`src/rtl/des_feistel_engine.sv`:
```
// rtl/des_feistel_engine.sv - iterative single/EDE Feistel engine with CBC, input FIFO and ready/valid output
module des_feistel_engine #(
    parameter int BLOCK_W    = 64,
    parameter int ROUNDS     = 16,
    parameter int PASSES     = 3,
    parameter int FIFO_DEPTH = 2
) (
    input  logic                       clk,
    input  logic                       n_rst,
    input  logic                       in_valid,
    output logic                       in_ready,
    input  logic [BLOCK_W-1:0]         in_data,
    input  logic                       encrypt,
    input  logic                       cbc_en,
    input  logic                       iv_load,
    input  logic [BLOCK_W-1:0]         iv_data,
    output logic                       out_valid,
    input  logic                       out_ready,
    output logic [BLOCK_W-1:0]         out_data,
    output logic                       busy,
    output logic [BLOCK_W/2-1:0]       f_r,
    output logic [$clog2(ROUNDS)-1:0]  f_round,
    output logic [1:0]                 f_key_sel,
    input  logic [BLOCK_W/2-1:0]       f_out
);

    localparam int HW = BLOCK_W / 2;
    localparam int RW = $clog2(ROUNDS);
    localparam int EW = BLOCK_W + 2;
    localparam int PW = (FIFO_DEPTH > 1) ? $clog2(FIFO_DEPTH) : 1;
    localparam int CW = $clog2(FIFO_DEPTH + 1);

    typedef enum logic [1:0] {IDLE, LOAD, ROUND, DONE} fsm_t;

    fsm_t               fsm, fsm_nxt;
    logic               enc_meta, enc_sync;
    logic [EW-1:0]      fifo_mem [FIFO_DEPTH];
    logic [PW-1:0]      wr_ptr, rd_ptr;
    logic [CW-1:0]      fifo_cnt;
    logic               fifo_empty, fifo_full, push, pop;
    logic [EW-1:0]      head;
    logic [BLOCK_W-1:0] in_hold, state_q, chain_q, out_data_q, result;
    logic               enc_q, cbc_q, out_valid_q;
    logic [1:0]         pass_q, key_sel;
    logic [RW-1:0]      rnd_q, cur_round;
    logic [HW-1:0]      l_half, r_half, mixed, f_r_q;
    logic [RW-1:0]      f_round_q;
    logic [1:0]         f_key_q;
    logic               last_rnd, last_pass, fwd, in_round, can_write, wr_out, iv_take;

    assign fifo_empty = (fifo_cnt == '0);
    assign fifo_full  = (fifo_cnt == CW'(FIFO_DEPTH));
    assign push       = in_valid && !fifo_full;
    assign head       = fifo_mem[rd_ptr];

    assign l_half     = state_q[BLOCK_W-1:HW];
    assign r_half     = state_q[HW-1:0];
    assign mixed      = l_half ^ f_out;
    assign last_rnd   = (rnd_q == RW'(ROUNDS - 1));
    assign last_pass  = (pass_q == 2'(PASSES - 1));
    // Even passes run in the block's own direction, odd passes in the opposite one.
    assign fwd        = enc_q ? ~pass_q[0] : pass_q[0];
    assign key_sel    = enc_q ? pass_q : 2'(PASSES - 1) - pass_q;
    assign cur_round  = fwd ? rnd_q : RW'(ROUNDS - 1) - rnd_q;
    assign in_round   = (fsm == ROUND);

    assign can_write  = !out_valid_q || out_ready;
    assign wr_out     = (fsm == DONE) && can_write;
    assign result     = (cbc_q && !enc_q) ? (state_q ^ chain_q) : state_q;
    assign iv_take    = iv_load && (fsm == IDLE) && fifo_empty;

    assign in_ready   = !fifo_full;
    assign busy       = (fsm != IDLE) || !fifo_empty;
    assign out_valid  = out_valid_q;
    assign out_data   = out_data_q;
    // F sees the live right half during rounds and the last presented values otherwise.
    assign f_r        = in_round ? r_half    : f_r_q;
    assign f_round    = in_round ? cur_round : f_round_q;
    assign f_key_sel  = in_round ? key_sel   : f_key_q;

    // Two-flop synchroniser for the asynchronous mode level.
    always_ff @(posedge clk or negedge n_rst) begin
        if (!n_rst) begin
            enc_meta <= 1'b0;
            enc_sync <= 1'b0;
        end else begin
            enc_meta <= encrypt;
            enc_sync <= enc_meta;
        end
    end

    // FIFO storage: data with the mode bits captured at push time.
    always_ff @(posedge clk) begin
        if (push) begin
            fifo_mem[wr_ptr] <= {in_data, enc_sync, cbc_en};
        end
    end

    // FIFO pointers and occupancy.
    always_ff @(posedge clk or negedge n_rst) begin
        if (!n_rst) begin
            wr_ptr   <= '0;
            rd_ptr   <= '0;
            fifo_cnt <= '0;
        end else begin
            if (push) begin
                wr_ptr <= (wr_ptr == PW'(FIFO_DEPTH - 1)) ? '0 : wr_ptr + PW'(1);
            end
            if (pop) begin
                rd_ptr <= (rd_ptr == PW'(FIFO_DEPTH - 1)) ? '0 : rd_ptr + PW'(1);
            end
            case ({push, pop})
                2'b10:   fifo_cnt <= fifo_cnt + CW'(1);
                2'b01:   fifo_cnt <= fifo_cnt - CW'(1);
                default: fifo_cnt <= fifo_cnt;
            endcase
        end
    end

    // FSM state register.
    always_ff @(posedge clk or negedge n_rst) begin
        if (!n_rst) begin
            fsm <= IDLE;
        end else begin
            fsm <= fsm_nxt;
        end
    end

    // Next state and pop; DONE pops directly so back-to-back blocks skip IDLE.
    always_comb begin
        fsm_nxt = fsm;
        pop     = 1'b0;
        case (fsm)
            IDLE: begin
                if (!fifo_empty) begin
                    pop     = 1'b1;
                    fsm_nxt = LOAD;
                end
            end
            LOAD: fsm_nxt = ROUND;
            ROUND: begin
                if (last_rnd && last_pass) begin
                    fsm_nxt = DONE;
                end
            end
            DONE: begin
                if (can_write) begin
                    if (!fifo_empty) begin
                        pop     = 1'b1;
                        fsm_nxt = LOAD;
                    end else begin
                        fsm_nxt = IDLE;
                    end
                end
            end
            default: fsm_nxt = IDLE;
        endcase
    end

    // Block datapath: capture on pop, CBC pre-whitening in LOAD, one Feistel round per ROUND cycle.
    always_ff @(posedge clk or negedge n_rst) begin
        if (!n_rst) begin
            in_hold <= '0;
            enc_q   <= 1'b0;
            cbc_q   <= 1'b0;
            state_q <= '0;
            pass_q  <= '0;
            rnd_q   <= '0;
        end else begin
            if (pop) begin
                in_hold <= head[EW-1:2];
                enc_q   <= head[1];
                cbc_q   <= head[0];
            end
            if (fsm == LOAD) begin
                state_q <= (enc_q && cbc_q) ? (in_hold ^ chain_q) : in_hold;
                pass_q  <= '0;
                rnd_q   <= '0;
            end else if (in_round) begin
                if (last_rnd) begin
                    state_q <= {mixed, r_half};
                    rnd_q   <= '0;
                    if (!last_pass) begin
                        pass_q <= pass_q + 2'd1;
                    end
                end else begin
                    state_q <= {r_half, mixed};
                    rnd_q   <= rnd_q + RW'(1);
                end
            end
        end
    end

    // Result register and output handshake.
    always_ff @(posedge clk or negedge n_rst) begin
        if (!n_rst) begin
            out_data_q  <= '0;
            out_valid_q <= 1'b0;
        end else if (wr_out) begin
            out_data_q  <= result;
            out_valid_q <= 1'b1;
        end else if (out_ready) begin
            out_valid_q <= 1'b0;
        end
    end

    // CBC chain: IV load when fully idle, otherwise advanced by each written CBC block.
    always_ff @(posedge clk or negedge n_rst) begin
        if (!n_rst) begin
            chain_q <= '0;
        end else if (iv_take) begin
            chain_q <= iv_data;
        end else if (wr_out && cbc_q) begin
            chain_q <= enc_q ? state_q : in_hold;
        end
    end

    // Hold the last values presented to F so they stay put outside ROUND.
    always_ff @(posedge clk or negedge n_rst) begin
        if (!n_rst) begin
            f_r_q     <= '0;
            f_round_q <= '0;
            f_key_q   <= '0;
        end else if (in_round) begin
            f_r_q     <= r_half;
            f_round_q <= cur_round;
            f_key_q   <= key_sel;
        end
    end

endmodule
```
`config.mk`:
```
export PLATFORM = sky130hd
export DESIGN_NAME = des_feistel_engine
export DESIGN_NICKNAME = d
export VERILOG_FILES = /design/src/rtl/des_feistel_engine.sv
export SDC_FILE = /design/constraint.sdc
export NUM_CORES = 1
export LEC_CHECK = 0
export ABC_AREA = 1
export CAP_MARGIN = 20
export CORE_AREA = 2 2 313 160
export CTS_BUF_LIST = sky130_fd_sc_hd__clkbuf_8
export DETAILED_ROUTE_END_ITERATION = 10
export DIE_AREA = 0 0 315 162
export GPL_TIMING_DRIVEN = 0
export PLACE_DENSITY = 0.75
export SYNTH_ARGS = -nofsm -noshare
export SYNTH_HDL_FRONTEND = slang
export SYNTH_SLANG_ARGS = --single-unit
```
`constraint.sdc`:
```
create_clock -name clk -period 3.9 [get_ports clk]
set_input_delay 0.975 -clock clk [delete_from_list [all_inputs] [get_ports clk]]
set_output_delay 0.975 -clock clk [all_outputs]
set_load 0.05 [all_outputs]
```
; ---- After elaboration in Yosys (flattened, before gate mapping)
; Memories as Yosys holds them, arrays and structs flattened. A register that Yosys moved wholly into a read port is not among the register bits.
; Index checks and enable logic that the tools add are counted.
[word_totals]
regBits = 245
ramBits = 132
output_inout_bits = 105
mem_count = 1
[mem_list]
columns = name, depth, word_bits, read_ports, rd_ports_with_merged_regs, write_ports, line_no
row1 = fifo_mem, 2, 66, 1, 1, 1, 37  ; logic [EW-1:0] fifo_mem [FIFO_DEPTH];
[op_classes]
add_sub_neg = 8
n_eq_ne = 13
muxes = 36
bitwise_logic = 4
reduce_logical = 26
[op_table]
columns = operator, count
row1 = 2-to-1 mux 64 bit, 8
row2 = bitwise XOR 64 bit, 2
row3 = 2-to-1 mux 32 bit, 1
row4 = bitwise XOR 32 bit, 1
row5 = 2-to-1 mux 4 bit, 5
row6 = 2-to-1 mux 2 bit, 9
row7 = nonzero test 2 bit, 6
row8 = "== test 2 bit, second input constant", 5
row9 = 2-to-1 mux 1 bit, 10
row10 = logical AND 1 bit, 8
row11 = one-hot mux 2 bit (4 select lines), 1
row12 = "inequality test 2 x 1 -> 1 bit, second input constant", 3
row13 = AND reduction 3 bit, 2
row14 = zero test 1 bit, 5
row15 = "adder 2 x 1 -> 2 bit, second input constant", 2
row16 = "adder 4 x 1 -> 4 bit, second input constant", 1
row17 = "== test 2 x 1 -> 1 bit, second input constant", 2
row18 = "== test 4 bit, second input constant", 1
row19 = zero test 2 bit, 2
row20 = "inequality test 2 bit, second input constant", 2
row21 = one-hot mux 2 bit (2 select lines), 1
row22 = "subtractor 4 bit, first input constant", 1
row23 = "adder 1 bit, second input constant", 2
row24 = logical OR 1 bit, 2
row25 = 5 further kinds, 5

; ---- Logic depth before layout (Yosys ltp)
; Gate-level depths: netlist of run 1.
[depth]
ltp_word = 6
ltp_mapped = 11
ltp_nobuf = 10

; ---- Worst setup path before layout of run 1
; No wires, ideal clock.
[synth_timing]
path_kind = input to register
from = in in_valid
to = mem fifo_mem[1][0] (netlist name) (enable)
setup_time_ps = 492
arrival_ps = 3874
setup_slack_ps = -466
cell_stages = 2
cell_sequence = nand2_1 -> nor2_1
[synth_via]
elab_chain_cells = 3
[synth_rtl]
columns = element, line_no
row1 = "start, declared", 10  ; input logic in_valid,
row2 = logical AND 1 bit, 53  ; assign push = in_valid && !fifo_full;
row3 = 2-to-1 mux 1 bit, 94  ; if (push) begin
row4 = 2-to-1 mux 1 bit (implied by the code), 95  ; fifo_mem[wr_ptr] <= {in_data, enc_sync, cbc_en};
row5 = "end, declared", 37
; No other way between the ends.

; ---- Worst setup path after layout of run 1
[layout_timing]
from = reg fsm[0]
to = out f_r[0]
[layout_via]
elab_chain_cells = 2
[layout_rtl]
columns = element, line_no
row1 = "start, declared", 35  ; fsm_t fsm, fsm_nxt;
row2 = "start signal, assigned", 125  ; fsm <= fsm_nxt;
row3 = == test 2 bit, 65  ; assign in_round = (fsm == ROUND);
row4 = 2-to-1 mux 32 bit, -
row5 = "end, declared", 21  ; output logic [BLOCK_W/2-1:0] f_r,
; No other way between the ends.

==> results summary, run 1 <==
The flow ran to the end, and the final reports show no timing, DRC or antenna violations. The number of global-route vias before repair is 18.9k. The proportion of power drawn by flip-flops and latches came out at 33.5%. The number of standard cells after synthesis came out at 2559.

The number of cells traversed by the worst register-to-register path came out at 11. The async set-or-reset flop fraction in the synthesized netlist is 70.2%. The number of iterations in the first detailed-routing pass is 8. The total of buffers placed on input and output ports is 271. The total DRC errors in the routed layout is 0. The slew at the pin with the worst max-slew slack is 1.08 ns. In this run the tightest slew margin relative to its limit is 28.1%. Setup repair after global routing left no endpoint under its margin. The clock transition at the registers of the reported paths is 0.07 ns.

Summing the areas of all fa, ha and maj instances in the mapped netlist gives 0.464% of the synthesized area. The endpoint required time on the critical path came out at 2.92 ns. The first-pass GRT wire length came out at 106000 um. Data on the critical path arrives at its endpoint at 2.84 ns. The number of failing hold endpoints at the final stage is 0. After detailed routing, the average wire length per cell comes to 19.0 um. The post-synthesis area per instance is 8.44 um2. Once detailed placement completed, the half-perimeter wirelength came to 52000 um. The number of maximum-capacitance constraint violations came out at 0. The share of total power in combinational logic is 51.8%. The largest fanout of any net on the critical path came out at 10.

The die width is 315 um. The worst register-to-register path ends at fifo_cnt[1]$_DFFE_PN0P_. Summed over all layers, the routed wires come to 68800 um. The switching power is 0.0125 W. The number of synthesized flops with an enable pin is 132. After the first detailed-routing iteration, the DRC count stood at 2010. In this run the clock root is driven by a sky130_fd_sc_hd__clkbuf_8. The area taken by multi-input logic gates came out at 8250 um2. The share of post-route cells with drive strength above 1 came out at 7.51%.

The mux contribution to synthesized area came out at 3.06%. The clock buffer count from CTS came out at 67. The power after layout is 0.0252 W.

The flip-flop and latch count after synthesis came out at 443. TritonCTS built the clock tree. The top cell type's share of synthesized area is 36.0%. The post-synthesis instance area is 21600 um2.

The number of nets in the layout is 3081. The final-report max-slew violation count was 0. At the end of routability-driven placement, the weighted congestion stood at 0.953.

The total setup buffers inserted after CTS is 0. In this run switching power makes up 49.5% of total power. The most used flip-flop cell after synthesis is sky130_fd_sc_hd__dfrtp_1. The growth of design area from synthesis to finish came out at 22.8%. The synthesized design spends more area on one cell type than any other, namely sky130_fd_sc_hd__dfrtp_1.

The initial antenna violation count is 9. The number of nets in the synthesized netlist is 2734. The die covers 51000 um2. CTS saw 443 sinks.

STA classifies the critical path endpoint as a primary output. The clock network burns 14.7% of the power. The setup total negative slack is 0 ns.

The number of library cell types mapped by synthesis is 33. Entering global routing, the biggest net connects 94 pins. By area the synthesized netlist is led by sky130_fd_sc_hd__dfrtp_1 (36%), sky130_fd_sc_hd__edfxtp_1 (18%), sky130_fd_sc_hd__nand2_1 (16%). The initialized floorplan defines 57 standard-cell rows. The filler cell count is 4369.

The complex-gate fraction of the synthesized area is 7.85%. The post-synthesis simple-gate area fraction came out at 23.8%. The die height is 162 um. Pin placement for this block handled 272 I/O pins. By startpoint and endpoint, the worst setup path is classified as reg2out. The total internal power came out at 0.0127 W. The startpoint of the worst register-to-register path is fsm[0]$_DFFE_PN0P_.

After synthesis, the largest family of logic cells by area is simple AND/OR/NAND/NOR gates. The average vias per placed instance is 5.34. The sequential element share of the synthesized area came out at 54.4%. The global-route usage over all layers is 27.1%.

Detailed routing inserted a total of 19.3k vias. The power per standard cell area came out at 949 nW/um2. The post-CTS resize count is 49. The worst register-to-register path has a setup slack of 1.10 ns. The smallest clock period supported by the final layout is computed as 3.81 ns. The number of warning messages in the yosys log is 0. The leakage power summed over all cells came out at 12.5 nW.

The post-route clock skew came out at 0.0258 ns. The standard cell core area came out at 48100 um2. The number of nets with antenna violations after detailed routing came out at 0. The total setup violations reported at the end of the flow came out at 0. The maximum count of clock buffers along a single path is 3.

Timing would allow up to 262 MHz. The remaining global-route overflow is 0. The combined flip-flop and latch cell area is 11700 um2. The worst setup path is launched from a flop.

The peak supply drop came out at 0.415 mV. The clock latency on the worst-skew pair came out at 0.64 ns. The fraction of synthesized cell area in xor and xnor cells came out at 2.92%. The initial utilization of the core area, before any placement, comes to 44.9%. The clock tree synthesis step divided the H-tree into 3 levels. In this run the worst hold path is classified as in2async. The final clock period utilization by the worst path came out at 97.8%. Hold repair after CTS inserted 0 buffers.
[power groups by stage]
stage               clock network (W)  registers [W]  logic, W
global route                  0.00397        0.00861    0.0143
floorplan                           0        0.00900   0.00779
global placement                    0        0.00844    0.0126
finish                        0.00371        0.00843    0.0130
CTS                           0.00375        0.00838    0.0129
detailed placement                  0        0.00845    0.0131
[placed cells by master, fill, tap and decap left out, types with 3 or more instances in the layout]
cell type                         Yosys  final
sky130_fd_sc_hd__buf_16               0      3
sky130_fd_sc_hd__o21ai_1            105    105
sky130_fd_sc_hd__o21ai_0            194    193
sky130_fd_sc_hd__buf_12               0      4
sky130_fd_sc_hd__ha_1                 8      8
sky130_fd_sc_hd__nor2_2               3      3
sky130_fd_sc_hd__nand3_1            243    243
sky130_fd_sc_hd__clkinv_2             0      8
sky130_fd_sc_hd__nor2_4               1      3
sky130_fd_sc_hd__clkbuf_1            42     35
sky130_fd_sc_hd__xnor2_1              3      3
sky130_fd_sc_hd__clkdlybuf4s50_1      0    232
sky130_fd_sc_hd__diode_2              0      9
sky130_fd_sc_hd__inv_1              206    234
sky130_fd_sc_hd__mux2i_1             66     66
sky130_fd_sc_hd__xor2_1              69     69
sky130_fd_sc_hd__a21oi_1             35     35
sky130_fd_sc_hd__dfrtp_1            311    311
sky130_fd_sc_hd__edfxtp_1           132    132
sky130_fd_sc_hd__buf_2               49     50
sky130_fd_sc_hd__nand2_1            903    903
sky130_fd_sc_hd__nor2_1             110    108
sky130_fd_sc_hd__dlygate4sd2_1        0     29
sky130_fd_sc_hd__nand2_2              3      3
sky130_fd_sc_hd__buf_1               10     10
sky130_fd_sc_hd__inv_2                8      8
sky130_fd_sc_hd__clkinv_1             1      8
sky130_fd_sc_hd__clkbuf_8             0     74
sky130_fd_sc_hd__buf_6               12     12
sky130_fd_sc_hd__clkbuf_2             0     13
sky130_fd_sc_hd__buf_4               29     29
sky130_fd_sc_hd__nand4_1              3      3
[per-stage QoR]
| step | std cells | hold WS, ns | instance area (um2) | setup WS [ns] | util (%) |
|---|---|---|---|---|---|
| 6_report | 3615 | 0.343 | 26500 | 0.0874 | 55.1 |
| 5_1_grt | 3614 | 0.392 | 26500 | 0.00694 | 55.1 |
| 4_1_cts | 3606 | 0.376 | 26500 | 0.00323 | 55.1 |
| 3_5_place_dp | 3486 | 0.358 | 25300 | -0.126 | 52.6 |
| 3_3_place_gp | 3479 | 0.337 | 25100 | -12.12 | 52.2 |
| 2_1_floorplan | 2559 | 0.331 | 21600 | 0.602 | - |
[worst max-delay path by stage]
stage,startpoint,slack (ns),end
4_1_cts,fsm[0]$_DFFE_PN0P_,0.003,f_r[11]
3_3_place_gp,n_rst,-12.12,f_r_q[28]$_DFF_PN0_
5_1_grt,fsm[0]$_DFFE_PN0P_,0.007,f_r[10]
2_1_floorplan,fsm[0]$_DFFE_PN0P_,0.60,f_key_sel[0]
6_report,fsm[0]$_DFFE_PN0P_,0.09,f_r[0]
3_5_place_dp,fsm[0]$_DFFE_PN0P_,-0.13,f_key_sel[0]
[logic make-up after synthesis]
kind of cell,Yosys count
buf+inv,359
xor+xnor,72
fa+ha+maj,8
compound gates,337
simple gates,1274
flops,443
mux,66
[layout make-up]
class                           count  share of cell area, %
Antenna cell                        9                 0.0849
Clock inverter                     46                  0.896
Timing Repair Buffer              278                   10.6
Multi-Input combinational cell   1757                   31.1
Buffer                            143                   3.05
Inverter                          216                   3.07
Clock buffer                       74                   3.84
Tap cell                          649                   3.06
Sequential cell                   443                   44.3
[state kept, by name, indices dropped and copies added, names as in the netlist, 2 cells and up]
| signal | count |
|---|---|
| out_data | 64 |
| state_q | 64 |
| f_key_q | 2 |
| rnd_q | 4 |
| fsm | 2 |
| fifo_cnt | 2 |
| f_r_q | 32 |
| chain_q | 64 |
| f_round_q | 4 |
| pass_q | 2 |
| fifo_mem | 132 |
| in_hold | 64 |
[critical path, cell delays in order (launching register included)]
cell	delay, ns
sky130_fd_sc_hd__dfrtp_1	0.40
sky130_fd_sc_hd__inv_1	0.12
sky130_fd_sc_hd__ha_1	0.21
sky130_fd_sc_hd__buf_2	0.20
sky130_fd_sc_hd__clkinv_2	0.18
sky130_fd_sc_hd__clkbuf_2	0.32
sky130_fd_sc_hd__nand2_1	0.10
sky130_fd_sc_hd__nand2_1	0.13
sky130_fd_sc_hd__dlygate4sd2_1	0.54
[synthesized netlist by cell type, types with 10 or more instances]
master and instances:
sky130_fd_sc_hd__o21ai_0 194, sky130_fd_sc_hd__nand2_1 903, sky130_fd_sc_hd__a21oi_1 35, sky130_fd_sc_hd__nand3_1 243
sky130_fd_sc_hd__mux2i_1 66, sky130_fd_sc_hd__edfxtp_1 132, sky130_fd_sc_hd__buf_1 10, sky130_fd_sc_hd__xor2_1 69
sky130_fd_sc_hd__clkbuf_1 42, sky130_fd_sc_hd__nor2_1 110, sky130_fd_sc_hd__buf_2 49, sky130_fd_sc_hd__buf_4 29
sky130_fd_sc_hd__buf_6 12, sky130_fd_sc_hd__dfrtp_1 311, sky130_fd_sc_hd__o21ai_1 105, sky130_fd_sc_hd__inv_1 206
[metal layers]
metal / vias to the layer above / GRT usage (%) / part of all wire (%)
li1: 8946 / - / -
met1: 9378 / 34.8 / 40
met2: 825 / 43.8 / 48
met3: 162 / 5.94 / 8.5
met4: 0 / 12.9 / 3.8
met5: - / 0 / 0
Note: power is estimated with default switching activity, not from simulation.
==> inputs of run 2 (changes only) <==
Settings changed: CTS_CLUSTER_SIZE from default to 25.
==> results of run 2 <==
No change in the layout: final DEF, timing and power equal those of run 1.
==> inputs of run 3 (changes only) <==
Settings changed: DONT_BUFFER_PORTS from default to 1, PLACE_DENSITY 0.75 to 0.68.
==> run 3 against run 2 <==
The run now ends with slew limit left; first-iteration DRC count up 4.4%; critical path depth fell by 1; cell count fell by 7.4%; global-route usage down 0.93 points; utilization down 5.4 points; sequential share of layout area is 4.8 points higher; clock power increased by 5.4%; clock-buffer cell count increased by 7; via count is 6.6% lower; combinational power decreased by 18%; design area fell by 9.7%.
==> results summary, run 3 (synthesis results as in run 1) <==
The number of nets with antenna violations after detailed routing is 0 (unchanged). The number of clock sinks seen by CTS came to 443 (unchanged). The met1 track demand over resource came out at 35.0% (was 34.8%). The met3 track utilization from global routing was 5.32% (was 5.94%). The peak supply drop is 0.384 mV (was 0.415 mV). The initial antenna violation count is 5 (was 9). The clock buffer count from CTS is 69 (was 67).

The leakage power summed over all cells came out at 11.4 nW (was 12.5 nW). The setup total negative slack came to 0 ns (unchanged). The time the final worst path needs with I/O delays and setup is 3.79 ns (was 3.81 ns). Status: complete, but fails checks (was completed). The floorplan die area is 51000 um2 (unchanged). The number of cells traversed by the worst register-to-register path came to 10 (was 11). The number of global-route vias before repair was 17.0k (was 18.9k). The remaining global-route overflow was 0 (unchanged). The startpoint of the most critical setup path is fsm[0]$_DFFE_PN0P_ (unchanged). The worst max-slew margin expressed relative to the limit came to -1.56% (was 28.1%). The switching share of power came out at 50.5% (was 49.5%).

The clock root buffer is sky130_fd_sc_hd__clkbuf_8 (unchanged). The number of violations reported at the end of detailed-routing iteration 0 is 2098 (was 2010). The layer carrying the most global-route usage is met2 (unchanged). The routing usage on met2 came out at 40.8% (was 43.8%). The routed length per placed instance is 19.9 um (was 19.0 um). The first-pass GRT wire length is 101000 um (was 106000 um). The number of levels the H-tree was split into is 3 (unchanged). The total internal power came out at 0.0120 W (was 0.0127 W). The maximum count of clock buffers along a single path came out at 3 (unchanged).

The power per standard cell area came to 1010 nW/um2 (was 949 nW/um2). Commonest cells after routing, fill and taps aside: sky130_fd_sc_hd__nand2_1 (899), sky130_fd_sc_hd__dfrtp_1 (311), sky130_fd_sc_hd__nand3_1 (243) (was sky130_fd_sc_hd__nand2_1 (903), sky130_fd_sc_hd__dfrtp_1 (311), sky130_fd_sc_hd__nand3_1 (243)). The die height is 162 um (unchanged). The post-DP HPWL came to 49000 um (was 52000 um). The clock latency on the worst-skew pair is 0.62 ns (was 0.64 ns). The number of maximum-capacitance constraint violations came out at 0 (unchanged). The number of iterations in the first detailed-routing pass came out at 7 (was 8). The number of nets in the layout is 2813 (was 3081). The total length of routed wires is 66700 um (was 68800 um). The proportion of power drawn by flip-flops and latches is 39.6% (was 33.5%). The endpoint required time on the critical path came out at 2.92 ns (about the same). The clock network power share came out at 16.1% (was 14.7%). The final clock period utilization by the worst path came out at 97.3% (was 97.8%).

The hold-fix buffer count after cts was 0 (unchanged). The checks that failed: slew limit. The worst hold slack across all endpoints came to 0.0654 ns (was 0.343 ns). The switching power is 0.0122 W (was 0.0125 W).

The TritonCTS clock tree is built (unchanged). The worst endpoint data arrival time came out at 2.82 ns (was 2.84 ns). The flip-flop count of the largest register, all copies and words added came out at 132 (unchanged). The growth of design area from synthesis to finish came out at 10.9% (was 22.8%).

The total of buffers placed on input and output ports is 0 (was 271). The slew at the pin with the worst max-slew slack is 1.52 ns (was 1.08 ns). The total DRC errors in the routed layout is 0 (unchanged). The share of post-route cells with drive strength above 1 is 8.24% (was 7.51%). The reg-to-reg setup timing slack is 1.08 ns (was 1.10 ns). Unrepaired setup endpoints after global routing: false (unchanged). The clock transition at the registers of the reported paths is 0.06 ns (was 0.07 ns). The final-report max-slew violation count is 34 (was 0). The commonest non-fill, non-tap cell in the layout is sky130_fd_sc_hd__nand2_1 (unchanged).

The starting utilization of the core area is 44.9% (unchanged). The die width is 315 um (unchanged). The endpoint of the worst-slack reg-to-reg timing path was fifo_cnt[1]$_DFFE_PN0P_ (unchanged). The highest achievable clock rate came out at 264 MHz (was 262 MHz). The standard cell core area is 48100 um2 (unchanged). The routability-driven placement congestion ratio came out at 0.941 (was 0.953). The post-route clock skew came out at 0.0213 ns (was 0.0258 ns).

The number of placement rows was 57 (unchanged). The number of top-level pins is 272 (unchanged). The startpoint of the worst register-to-register path is out_valid$_DFFE_PN0P_ (was fsm[0]$_DFFE_PN0P_). The power after layout is 0.0242 W (was 0.0252 W). The post-route core utilization is 49.7% (was 55.1%).

The number of vias in the routed layout came out at 18.0k (was 19.3k). The filler cell count was 4516 (was 4369). The register with the most flip-flops was fifo_mem (unchanged). The largest fanout of any net on the critical path is 10 (unchanged). The number of failing hold endpoints at the final stage is 0 (unchanged). The average vias per placed instance came out at 5.39 (was 5.34). The total setup violations reported at the end of the flow is 0 (unchanged).

The nature of the critical path endpoint is a primary output (unchanged). The global-route usage over all layers is 26.2% (was 27.1%). The maximum number of pins on one net before global-route repair came out at 312 (was 94).

The critical path class was reg2out (unchanged). The critical path launch point type is a flop (unchanged). The share of total power in combinational logic was 44.2% (was 51.8%).

The path class of the lowest-slack min-delay path is in2async (unchanged).
## run 3: cell types whose count changed in the layout (fill, tap and decap cells not counted), moves of 6 or more
| cell | change |
|---|---|
| sky130_fd_sc_hd__clkbuf_8 | +7 |
| sky130_fd_sc_hd__dlygate4sd2_1 | -29 |
| sky130_fd_sc_hd__clkdlybuf4s50_1 | -232 |
| sky130_fd_sc_hd__clkbuf_2 | -12 |
| sky130_fd_sc_hd__clkbuf_1 | +6 |
## run 3: final cells by class
class	instances	area, um2	share of cell area (%)
clock inverters	47	251	1.05
repair buffers	8	110	0.460
plain buffers	143	802	3.35
inverters	216	815	3.40
clock buffers	81	1110	4.66
diodes	5	12.5	0.0523
flip-flops and latches	443	11700	49.1
multi-input cells	1757	8280	34.6
well taps	649	812	3.39
## run 3: timing repair
item,in CTS,in global routing
gates resized for setup,6,6
setup endpoints to repair,27,7
endpoints found under the hold margin,0,0
setup buffers,0,0
## run 3: routing by layer
metal  routed length [um]  part of all wire (%)
met1                27300                    41
met2                30600                    46
met3                 5450                   8.2
met4                 3360                   5.0
met5                    0                     0
## run 3: critical path, cell delays in order, from the launching register on
cell	delay, ns
sky130_fd_sc_hd__dfrtp_1	0.39
sky130_fd_sc_hd__inv_1	0.11
sky130_fd_sc_hd__ha_1	0.20
sky130_fd_sc_hd__buf_2	0.21
sky130_fd_sc_hd__clkinv_2	0.24
sky130_fd_sc_hd__clkbuf_1	0.45
sky130_fd_sc_hd__nand2_1	0.09
sky130_fd_sc_hd__nand2_1	0.48
## run 3: power by group through the flow
stage                     clock, W  combinational, W  sequential (W)
final                      0.00391            0.0107         0.00960
after global routing       0.00419            0.0119         0.00977
after CTS                  0.00397            0.0106         0.00957
after detailed placement         0            0.0105         0.00965
after global placement           0            0.0102         0.00962
after floorplan                  0           0.00779         0.00900
## run 3: worst max path at each step
stage                                     end  slack [ns]  cells after the start
global placement    fifo_mem[1][10]$_DFFE_PP_       -0.41                      2
CTS                                    f_r[0]        0.02                      7
finish                                 f_r[2]        0.11                      7
detailed placement                 f_round[2]        0.11                      6
global route                          f_r[29]       0.001                      7
floorplan                        f_key_sel[0]        0.60                      6
## run 3: per-stage QoR
stage | cells | cell area [um2] | worst slack, ns
after global routing | 3349 | 23900 | 0.00121
after detailed placement | 3216 | 22500 | 0.110
after global placement | 3208 | 22400 | -0.407
after floorplan | 2559 | 21600 | 0.602
after CTS | 3344 | 23900 | 0.0177
final | 3349 | 23900 | 0.107
